--- src/rtl/game_input_pkg.sv ---
// Shared definitions for the breakout game input front end: debounce FSM
// encoding, channel indices and default timing.
package game_input_pkg;

   typedef enum logic [1:0] {
      ST_IDLE         = 2'd0,
      ST_PRESS_WAIT   = 2'd1,
      ST_PRESSED      = 2'd2,
      ST_RELEASE_WAIT = 2'd3
   } deb_state_t;

   localparam int CH_LEFT  = 0;
   localparam int CH_RIGHT = 1;
   localparam int CH_START = 2;
   localparam int NUM_CH   = 3;

   // 5 ms at 100 MHz
   localparam int unsigned DEFAULT_DEBOUNCE_CYCLES = 500000;
   localparam int unsigned DEFAULT_CNT_W           = 20;

endpackage

--- src/rtl/button_debounce.sv ---
// One button channel: 2-flop synchroniser followed by a stable-count
// debounce FSM producing a clean level and a one-clk rise strobe.
module button_debounce
   import game_input_pkg::*;
#(
   parameter int unsigned DEBOUNCE_CYCLES = DEFAULT_DEBOUNCE_CYCLES,
   parameter int unsigned CNT_W           = DEFAULT_CNT_W
) (
   input  logic clk,
   input  logic rst,
   input  logic raw,
   output logic level,
   output logic rise
);

   // The cycle that first sees the new level counts as the first stable
   // cycle, so a wait state is left after DEBOUNCE_CYCLES-1 further cycles.
   localparam logic [CNT_W-1:0] LAST_CNT =
      (DEBOUNCE_CYCLES > 1) ? CNT_W'(DEBOUNCE_CYCLES - 2) : '0;
   localparam bit SINGLE = (DEBOUNCE_CYCLES == 1);

   logic             r_sync1;
   logic             r_sync2;
   deb_state_t       r_state;
   deb_state_t       w_state_nxt;
   logic [CNT_W-1:0] r_cnt;
   logic [CNT_W-1:0] w_cnt_nxt;
   logic             w_rise;

   always_ff @(posedge clk or posedge rst) begin
      if (rst) begin
         r_sync1 <= 1'b0;
         r_sync2 <= 1'b0;
      end else begin
         r_sync1 <= raw;
         r_sync2 <= r_sync1;
      end
   end

   always_ff @(posedge clk or posedge rst) begin
      if (rst) begin
         r_state <= ST_IDLE;
         r_cnt   <= '0;
      end else begin
         r_state <= w_state_nxt;
         r_cnt   <= w_cnt_nxt;
      end
   end

   always_comb begin
      w_state_nxt = r_state;
      w_cnt_nxt   = r_cnt;
      w_rise      = 1'b0;
      case (r_state)
         ST_IDLE: begin
            if (r_sync2) begin
               if (SINGLE) begin
                  w_state_nxt = ST_PRESSED;
                  w_rise      = 1'b1;
               end else begin
                  w_state_nxt = ST_PRESS_WAIT;
               end
            end
         end
         ST_PRESS_WAIT: begin
            if (!r_sync2) begin
               w_state_nxt = ST_IDLE;
            end else if (r_cnt == LAST_CNT) begin
               w_state_nxt = ST_PRESSED;
               w_rise      = 1'b1;
            end else begin
               w_cnt_nxt = r_cnt + 1'b1;
            end
         end
         ST_PRESSED: begin
            if (!r_sync2) begin
               w_state_nxt = SINGLE ? ST_IDLE : ST_RELEASE_WAIT;
            end
         end
         ST_RELEASE_WAIT: begin
            if (r_sync2) begin
               w_state_nxt = ST_PRESSED;
            end else if (r_cnt == LAST_CNT) begin
               w_state_nxt = ST_IDLE;
            end else begin
               w_cnt_nxt = r_cnt + 1'b1;
            end
         end
         default: begin
            w_state_nxt = ST_IDLE;
         end
      endcase
      // Every state entry restarts the count, so it can never wrap.
      if (w_state_nxt != r_state) begin
         w_cnt_nxt = '0;
      end
   end

   assign level = (r_state == ST_PRESSED) || (r_state == ST_RELEASE_WAIT);
   assign rise  = w_rise;

endmodule

--- src/rtl/game_input_conditioner.sv ---
// Board pushbuttons to game controls: debounced, mutually exclusive
// left/right levels and a start pulse one game tick wide.
module game_input_conditioner
   import game_input_pkg::*;
#(
   parameter int unsigned DEBOUNCE_CYCLES = DEFAULT_DEBOUNCE_CYCLES,
   parameter int unsigned CNT_W           = DEFAULT_CNT_W
) (
   input  logic       clk,
   input  logic       rst,
   input  logic       tick_en,
   input  logic       btn_left,
   input  logic       btn_right,
   input  logic       btn_start,
   output logic       left,
   output logic       right,
   output logic       start,
   output logic [2:0] db_state
);

   logic [NUM_CH-1:0] w_raw;
   logic [NUM_CH-1:0] w_level;
   logic [NUM_CH-1:0] w_rise;
   logic              w_unused_rise;
   logic              r_left;
   logic              r_right;
   logic              r_start;
   logic              r_pending;

   assign w_raw[CH_LEFT]  = btn_left;
   assign w_raw[CH_RIGHT] = btn_right;
   assign w_raw[CH_START] = btn_start;

   for (genvar g = 0; g < NUM_CH; g++) begin : g_ch
      button_debounce #(
         .DEBOUNCE_CYCLES(DEBOUNCE_CYCLES),
         .CNT_W          (CNT_W)
      ) u_db (
         .clk  (clk),
         .rst  (rst),
         .raw  (w_raw[g]),
         .level(w_level[g]),
         .rise (w_rise[g])
      );
   end

   // Only the start channel's press edge is consumed.
   assign w_unused_rise = w_rise[CH_LEFT] & w_rise[CH_RIGHT];

   always_ff @(posedge clk or posedge rst) begin
      if (rst) begin
         r_left    <= 1'b0;
         r_right   <= 1'b0;
         r_start   <= 1'b0;
         r_pending <= 1'b0;
      end else begin
         r_left  <= w_level[CH_LEFT] & ~w_level[CH_RIGHT];
         r_right <= w_level[CH_RIGHT] & ~w_level[CH_LEFT];
         // start follows pending on each tick: a pending press raises it,
         // an empty tick drops it, both together extend it one more tick.
         if (tick_en) begin
            r_start <= r_pending;
         end
         if (w_rise[CH_START]) begin
            r_pending <= 1'b1;
         end else if (tick_en) begin
            r_pending <= 1'b0;
         end
      end
   end

   assign left     = r_left;
   assign right    = r_right;
   assign start    = r_start;
   assign db_state = w_level;

endmodule
--- config.mk ---
export PLATFORM = sky130hd
export DESIGN_NAME = game_input_conditioner
export DESIGN_NICKNAME = d
export VERILOG_FILES = /design/src/rtl/game_input_pkg.sv /design/src/rtl/button_debounce.sv /design/src/rtl/game_input_conditioner.sv
export SDC_FILE = /design/constraint.sdc
export NUM_CORES = 1
export LEC_CHECK = 0
export BUFFER_PORTS_ARGS = -buffer_cell sky130_fd_sc_hd__clkbuf_2
export CAP_MARGIN = 40
export CORE_MARGIN = 5
export CORE_UTILIZATION = 29
export DETAILED_ROUTE_END_ITERATION = 12
export PLACE_DENSITY = 0.44
export SLEW_MARGIN = 20
export SYNTH_ARGS = -nofsm -noshare
export SYNTH_HDL_FRONTEND = slang
export SYNTH_SLANG_ARGS = --single-unit
--- constraint.sdc ---
create_clock -name clk -period 3.7 [get_ports clk]
set_input_delay 0.925 -clock clk [delete_from_list [all_inputs] [get_ports clk]]
set_output_delay 0.925 -clock clk [all_outputs]
set_load 0.02 [all_outputs]
==> results.toml, run 1 <==
[outcome]
status = "finished clean"

[worst_setup_path]
critPathMaxFanout = 17
worst_setup_path_end_kind = "flip-flop"
worst-endpoint-required_ps = 3910
cp.arrival_ps = 2350
critical_path_class = "flip-flop to flip-flop"
start_kind = "flip-flop"

[timing]
period_needed_ps = 2140
fin_skew_ps = 7.146
timing.fmax_ghz = 0.4674
worstMarginPinSlew_ps = 791.4
min_period_over_period = 0.5783
slew_violations = 0
final.setup.tns_ps = 0
fin_ws_ps = 1560
setup_violations = 0
hold_violations = 0
rsz0062_at_grt = "false"
max_slew_margin = 0.4724

[drt]
dr_total_vias = 2975
ant_nets = 0
routed_via_density = 4.845
drtPass1Iterations = 4
avgRoutedWirePerCell_um = 13.76
drt-total-wl_um = 8451
drc = 0
drt_iter0_drc = 140

[grt]
overflow = 0
grt_pass1_wl_um = 14500
grt_max_degree = 36
grt_use_total = 0.1104
grt_antenna_before_repair = 0
grt_pass1_vias = 2913

[yosys]
synth_top_area_cell = "dfrtp_1"
async_reset_ff_frac = 1.000
ys_ff_latch = 76
synth-edff-count = 0
synth.top_cells.by_area = "dfrtp_1 (47%), nand2_1 (4.2%), xor2_1 (4.1%)"
ys_types = 54
synth_area_per_cell_um2 = 9.661
syn_inst = 420
yosys_warnings = 0
ys.flop_type = "dfrtp_1"
synth.cell_area_mm2 = 0.004058
syn-num-nets = 432
ys_seq_area_frac = 0.4687
synth_top_area_frac = 0.4687

[place]
routabilityCongestion = 0.7745
dp_hpwl_um = 5846
port_buffers = 11
pre_cts_ws_ps = 1529

[final_layout]
final_common_cell = "dfrtp_1"
final_cell_mix = "dfrtp_1 (76), nand2_1 (45), nor2_1 (44)"
nets = 441
antenna_cells = 0
area_growth_pct = 12.80
drive_gt1_frac = 0.1336

[pwr]
p_switching_uw = 437.7
p_int_mw = 1.413
swShare = 0.2365
ir_drop_mv = 0.1975
comb_power_share = 0.045
leakagePower_nw = 1.859
cellPowerDensity_mw_per_mm2 = 404.4
pwr-share-seq = 0.462
power.clock.fraction = 0.493

[die]
coreArea_mm2 = 0.01383
chipHeight_um = 128.3
die_w_um = 128.3
fp-row-count = 43
dieArea_mm2 = 0.01646
pin_count = 12
initial_utilization = 0.2935

[clocking]
clk_path_buf_depth = 2
insertion_delay_ps = 340
root_buffer = "clkbuf_16"
h-tree-depth = 3
cts_tree = "yes"
postCtsResizedCells = 0
cts_hold_buf = 0
clock-sinks = 76
clk_pin_slew_ps = 60
numCtsBuffers = 9
cts_setup_buffers = 0

[worst_hold_path]
hold_path.class = "flip-flop to flip-flop"

[job]
cap_violations = 0
[logic make-up after synthesis]
logic type	after synthesis	synth area share
DFF	76	0.4687
buffers and inverters	37	0.04779
adders and majority gates	6	0.01850
muxes	9	0.02343
and+or+nand+nor	204	0.2757
xor gates and xnor gates	34	0.07524
AOI/OAI and AO/OA	54	0.09066
[registers in the layout (all words and copies together) (netlist names)]
name and flops:
g_ch.u_db.r_sync1 3, left 1, g_ch.u_db.r_cnt 60, r_pending 1, g_ch.u_db.r_sync2 3, right 1, g_ch.u_db.r_state 6, start 1
[synthesized netlist by cell type (2+ instances only)]
master      n
nor4_1      6
o2111ai_1   2
nand4_1    19
or4_1       2
a21oi_2     3
nor2_1     44
mux2i_1     5
and3_1      3
nand2b_1    2
nor2b_1     3
clkbuf_1    5
nand4b_1    2
nand2_1    45
a21o_2      2
nand3_1    29
or3_1       7
inv_1      18
nand4bb_1   2
ha_1        6
o21ai_0    16
buf_2       2
mux2_2      4
and4_1      6
o22ai_1     5
a21o_1      3
nor3_2      2
xnor2_1    14
nor3_1      9
a21oi_1    13
nor4_4      3
buf_4       6
dfrtp_1    76
a22o_1      3
buf_6       4
and2_1      3
nor4b_1     7
xor2_1     19
or2_2       4
[critical path, cell delays in order, from the launching register on]
cell	delay [ps]
dfrtp_1	430
inv_1	80
ha_1	140
nor4b_1	250
nand4_1	150
nor3_2	200
or2_2	190
inv_2	60
a21oi_4	410
nor2_1	100
[cell type report]
cell class / instances / area, um^2
clock buffer: 10 / 239.0
clock inverter: 6 / 71.32
fill: 1394 / 9250
inverter: 19 / 72.57
multi-input combinational: 307 / 1962
sequential: 76 / 1902
tap: 180 / 225.2
timing repair buffer: 16 / 105.1
[routing by layer]
metal  vias up  track usage  wire length (um)
met3        13      0.03375               231
met2        27       0.1637              3804
met1      1430       0.1502              4270
met4         0      0.04370               144
li1       1505            -                 -
met5         -            0                 0
[path summary, 6_finish.rpt]
| check | from | endpoint | slack (ps) | depth (start not counted) |
|---|---|---|---|---|
| worst min-delay path | g_ch[1].u_db.r_sync1 | g_ch[1].u_db.r_sync2 | 350 | 0 |
| min in group asynchronous | rst | g_ch[1].u_db.r_state[1] | 470 | 2 |
| max in group asynchronous | rst | g_ch[0].u_db.r_cnt[18] | 2480 | 4 |
| worst min register to register | g_ch[1].u_db.r_sync1 | g_ch[1].u_db.r_sync2 | 350 | 0 |
| worst max-delay path | g_ch[1].u_db.r_cnt[0] | g_ch[1].u_db.r_cnt[12] | 1560 | 9 |
| worst max register to register | g_ch[1].u_db.r_cnt[0] | g_ch[1].u_db.r_cnt[12] | 1560 | 9 |
[power by group through the flow]
stage          clock [mW]  sequential (mW)  combinational, mW
2_1_floorplan           0            0.867             0.0614
5_1_grt             0.981            0.857             0.0971
3_3_place_gp            0            0.871             0.0834
6_report            0.913            0.855             0.0831
4_1_cts             0.946            0.855             0.0868
3_5_place_dp            0            0.870             0.0863
[per-stage QoR]
step	cell area, um^2	util	power (mW)	hold slack (ps)	std cells
2_1_floorplan	4058	-	0.9283	331.2	420
3_3_place_gp	4247	0.3071	0.9540	332.4	597
3_5_place_dp	4267	0.3086	0.9567	341.0	598
4_1_cts	4577	0.3310	1.888	354.5	614
5_1_grt	4577	0.3310	1.935	363.9	614
6_report	4577	0.3310	1.851	350.6	614
Power figures use the tool's default switching activity.
==> run 2: changes to the inputs <==
- clock period: 3.7 -> 2.05 ns (I/O delays scaled with it)
==> run 2 against run 1 <==
- register-to-register slack lost 1400 ps
- die area is the same
- worst setup slack worse by 1400 ps
- final area increased by 4.8%
- count of clock-buffer cells in the layout grew 1
- power rose by 74%
- cell count is 4.7% higher
- worst hold slack lost 72 ps
- non-clock buffer count up 29
- largest cell class unchanged
==> results.toml, run 2 (synthesis results as in run 1) <==
[worst_setup_path]
worst-endpoint-required_ps = 2260
worst_setup_path_end_kind = "flip-flop"
critPathMaxFanout = 16
worstRegToRegCells = 5
start_kind = "flip-flop"
path_cells = "or4_1 > nor4_4 > a21oi_4 > nor2_1 > nor2_1"
cp.arrival_ps = 2140
critPathMaxStageDelay_ps = 570
crit_slowest_cell = "or4_1"
crit_top_cell = "nor2_1"
critical_path_class = "flip-flop to flip-flop"

[drt]
ant_nets = 0
dr_total_vias = 3104
routed_via_density = 4.827
drt-total-wl_um = 8913
drt_iter0_drc = 210
drtPass1Iterations = 4
avgRoutedWirePerCell_um = 13.86
drc = 0

[grt]
overflow = 0
grt_pass1_vias = 3122
grt_antenna_before_repair = 0
grt_pass1_wl_um = 15540
grt_use_total = 0.1166
grt_max_degree = 77

[place]
dp_hpwl_um = 6172
port_buffers = 11
routabilityCongestion = 0.7875
pre_cts_ws_ps = 67.69

[pwr]
swShare = 0.2440
p_switching_uw = 786.2
comb_power_share = 0.055
p_int_mw = 2.437
pwr-share-seq = 0.478
cellPowerDensity_mw_per_mm2 = 671.7
leakagePower_nw = 1.996
ir_drop_mv = 0.3468
power.clock.fraction = 0.467

[die]
chipHeight_um = 128.3
pin_count = 12
coreArea_mm2 = 0.01383
fp-row-count = 43
initial_utilization = 0.2935
die_w_um = 128.3
dieArea_mm2 = 0.01646

[final_layout]
final_cell_mix = "dfrtp_1 (76), nand2_1 (45), nor2_1 (44)"
multi_input_area_mm2 = 0.001982
regMostFlops = "g_ch.u_db.r_cnt"
drive_gt1_frac = 0.1901
fillers = 1401
area_growth_pct = 18.25
seq_area_mm2 = 0.001902
nets = 470
largest_reg_flops = 60
reg_top3 = "g_ch.u_db.r_cnt: 60 flops, g_ch.u_db.r_state: 6 flops"
final_common_cell = "dfrtp_1"
antenna_cells = 0

[clocking]
clk_pin_slew_ps = 70
numCtsBuffers = 9
root_buffer = "clkbuf_16"
clk_path_buf_depth = 2
h-tree-depth = 3
cts_tree = "yes"
clock-sinks = 76
insertion_delay_ps = 340
cts_hold_buf = 0

[timing]
slew_violations = 0
hold_violations = 0
min_period_over_period = 0.9433
final.setup.tns_ps = 0
fin_ws_ps = 116.2
setup_violations = 0
timing.fmax_ghz = 0.5171
fin_skew_ps = 8.833
worstMarginPinSlew_ps = 467.3
rsz0062_at_grt = "false"
max_slew_margin = 0.6878
period_needed_ps = 1934

[worst_hold_path]
hold_path.class = "input pin to flip-flop"
hold_path_depth = 1

[job]
cap_violations = 0

[outcome]
status = "finished clean"
[run 2: changes by cell type in the layout (fill, tap and decap cells not counted)]
cell	previous run	this run
clkbuf_1	0	1
buf_4	4	32
buf_12	1	2
nor4b_2	0	2
nor4b_1	7	5
clkinvlp_4	2	4
a21oi_4	1	2
inv_6	2	1
clkinv_4	1	0
bufinv_16	1	0
a21oi_2	3	2
[run 2: final cells by class]
type / instances / area share
multi-input combinational: 307 / 0.4130
sequential: 76 / 0.3963
timing repair buffer: 45 / 0.06988
clock buffer: 11 / 0.05059
tap: 180 / 0.04694
inverter: 19 / 0.01565
clock inverter: 5 / 0.007562
[run 2: what timing repair did]
action                                  in CTS  in global routing
resized for setup                            0                  3
endpoints found under the setup margin       0                 17
buffers inserted                             0                  1
[run 2: worst max-delay path, delay by kind of cell (launching register included)]
| kind | cells | cell delay (ps) |
|---|---|---|
| AOI/OAI and AO/OA | 1 | 210 |
| DFF | 1 | 370 |
| and+or+nand+nor | 4 | 1240 |
[run 2: stage by stage]
stage / hold WS (ps) / instance area (um^2) / std cells / util / power (mW)
2_1_floorplan: 331.2 / 4061 / 420 / - / 1.676
3_3_place_gp: 335.5 / 4492 / 626 / 0.3249 / 1.747
3_5_place_dp: 334.7 / 4492 / 626 / 0.3249 / 1.748
4_1_cts: 261.1 / 4771 / 642 / 0.3450 / 3.293
5_1_grt: 267.2 / 4798 / 643 / 0.3470 / 3.369
6_report: 278.2 / 4798 / 643 / 0.3470 / 3.223
[run 2: power by group through the flow]
stage | Sequential (mW) | Combinational, mW | Clock [mW]
3_3_place_gp | 1.57 | 0.179 | 0
3_5_place_dp | 1.57 | 0.179 | 0
4_1_cts | 1.54 | 0.179 | 1.57
5_1_grt | 1.54 | 0.201 | 1.63
2_1_floorplan | 1.56 | 0.111 | 0
6_report | 1.54 | 0.176 | 1.51
[run 2: per-layer routing]
layer,wire [um],vias up,track usage
li1,-,1554,-
met1,4555,1506,0.1616
met2,3987,36,0.1759
met3,243,8,0.03458
met4,126,0,0.03433
met5,0,-,0
[run 2: path summary, 6_finish.rpt]
check / startpoint / endpoint / slack [ps]
max: g_ch[0].u_db.r_cnt[9] / g_ch[0].u_db.r_cnt[18] / 120
min: btn_start / g_ch[2].u_db.r_sync1 / 280
max reg2reg: g_ch[0].u_db.r_cnt[9] / g_ch[0].u_db.r_cnt[18] / 120
min reg2reg: g_ch[0].u_db.r_sync1 / g_ch[0].u_db.r_sync2 / 350
max in group asynchronous: rst / g_ch[2].u_db.r_cnt[6] / 1450
min in group asynchronous: rst / left / 290
==> run 3: changes to the inputs <==
- clock period: 2.05 -> 2.4 ns (I/O delays scaled with it)
==> run 3 against run 2 <==
- sequential power decreased by 14%
- sequential share of layout area increased by 1.5 points
- global-route usage is 0.35 points lower
- count of clock-buffer cells in the layout is 1 lower
- largest cell class unchanged
==> results.toml, run 3 (synthesis results as in run 1) <==
[timing]
period_needed_ps = 2100
min_period_over_period = 0.8750
rsz0062_at_grt = "false"
setup_violations = 0
timing.fmax_ghz = 0.4762
slew_violations = 0
hold_ws_ps = 220.9
fin_skew_ps = 9.167
final.setup.tns_ps = 0
fin_ws_ps = 299.9
worstMarginPinSlew_ps = 732.7
hold_violations = 0
max_slew_margin = 0.5116

[drt]
drc = 0
dr_total_vias = 3065
drt_iter0_drc = 197
routed_via_density = 4.952
drtPass1Iterations = 4
avgRoutedWirePerCell_um = 14.02
ant_nets = 0
drt-total-wl_um = 8679

[clocking]
h-tree-depth = 3
numCtsBuffers = 9
cts_hold_buf = 0
insertion_delay_ps = 340
clk_pin_slew_ps = 60
clk_path_buf_depth = 2
root_buffer = "clkbuf_16"
cts_tree = "yes"
clock-sinks = 76

[die]
coreArea_mm2 = 0.01383
pin_count = 12
dieArea_mm2 = 0.01646
die_w_um = 128.3
fp-row-count = 43
initial_utilization = 0.2935
chipHeight_um = 128.3

[pwr]
leakagePower_nw = 1.890
pwr-share-seq = 0.459
cellPowerDensity_mw_per_mm2 = 620.2
p_switching_uw = 685.7
comb_power_share = 0.048
ir_drop_mv = 0.3515
finalPower_mw = 2.870
p_int_mw = 2.184
power.clock.fraction = 0.493
swShare = 0.2389

[worst_setup_path]
path_cells = "or4_4 > nor4_4 > a21oi_2 > nor2_1 > nor2_1"
critPathMaxFanout = 12
path_delay_family = "simple AND/OR/NAND/NOR gates"
critPathMaxStageDelay_ps = 580
start_kind = "flip-flop"
worst-endpoint-required_ps = 2610
worst_setup_path_end_kind = "flip-flop"
critical_path_class = "flip-flop to flip-flop"
crit_top_cell = "nor2_1"
critPathBufInv = 0
crit_slowest_cell = "or4_4"
cp.arrival_ps = 2310

[final_layout]
nets = 446
largest_reg_flops = 60
final_cell_count_no_fill = 619
area_growth_pct = 14.03
reg_top3 = "g_ch.u_db.r_cnt: 60 flops, g_ch.u_db.r_state: 6 flops"
design_area_mm2 = 0.004627
final_cell_mix = "dfrtp_1 (76), nand2_1 (45), nor2_1 (44)"
final_common_cell = "dfrtp_1"
utilization = 0.3346
drive_gt1_frac = 0.1435
antenna_cells = 0
regMostFlops = "g_ch.u_db.r_cnt"
fillers = 1398

[place]
port_buffers = 11
pre_cts_ws_ps = 260.5
place_area_mm2 = 0.004299
dp_hpwl_um = 5908
routabilityCongestion = 0.8318
dpl.cell_count = 602

[grt]
overflow = 0
grt_pass1_wl_um = 15120
grt_use_total = 0.1131
grt_antenna_before_repair = 0
grt_pass1_vias = 3081
grt_max_degree = 63

[outcome]
status = "finished clean"

[worst_hold_path]
hold_path.class = "input pin to async pin"

[job]
cap_violations = 0
-- run 3: changes by cell type in the layout (fill, tap and decap cells not counted) --
cell / change
clkinvlp_4: -2
clkbuf_1: -1
bufinv_16: +1
nor4b_2: -2
a21oi_4: -1
nor4b_1: +2
buf_4: -24
inv_6: +2
a21oi_2: +1
-- run 3: routing by layer --
layer / routed length [um] / up-vias / global-route usage
met5: 0 / - / 0
met4: 131 / 0 / 0.03808
met3: 251 / 13 / 0.03458
met2: 4014 / 29 / 0.1796
met1: 4282 / 1519 / 0.1467
li1: - / 1504 / -
-- run 3: power groups by stage --
stage | Clock [mW] | Sequential [mW] | Combinational (mW)
2_1_floorplan | 0 | 1.34 | 0.0951
3_3_place_gp | 0 | 1.34 | 0.133
3_5_place_dp | 0 | 1.34 | 0.134
4_1_cts | 1.46 | 1.32 | 0.135
5_1_grt | 1.51 | 1.32 | 0.157
6_report | 1.42 | 1.32 | 0.137
-- run 3: worst paths after layout --
| path | start | cells past startpoint | slack (ps) | endpoint |
|---|---|---|---|---|
| max | g_ch[2].u_db.r_cnt[9] | 5 | 300 | g_ch[2].u_db.r_cnt[16] |
| min reg2reg | g_ch[0].u_db.r_sync1 | 0 | 350 | g_ch[0].u_db.r_sync2 |
| min in group clk | g_ch[0].u_db.r_sync1 | 0 | 350 | g_ch[0].u_db.r_sync2 |
| min | rst | 2 | 220 | g_ch[1].u_db.r_cnt[6] |
| max reg2reg | g_ch[2].u_db.r_cnt[9] | 5 | 300 | g_ch[2].u_db.r_cnt[16] |
| max in group asynchronous | rst | 3 | 1540 | g_ch[0].u_db.r_cnt[16] |
-- run 3: layout make-up --
cell class / count / area, um^2 / area share
inverters: 19 / 75.07 / 0.01622
well taps: 180 / 225.2 / 0.04867
repair buffers: 21 / 155.1 / 0.03353
clock buffers: 10 / 239.0 / 0.05165
flip-flops and latches: 76 / 1902 / 0.4110
clock inverters: 6 / 68.82 / 0.01487
multi-input cells: 307 / 1962 / 0.4240
-- run 3: repair_timing --
action	CTS	global route
setup endpoints to repair	0	12
setup buffers	0	1
resized for setup	0	0
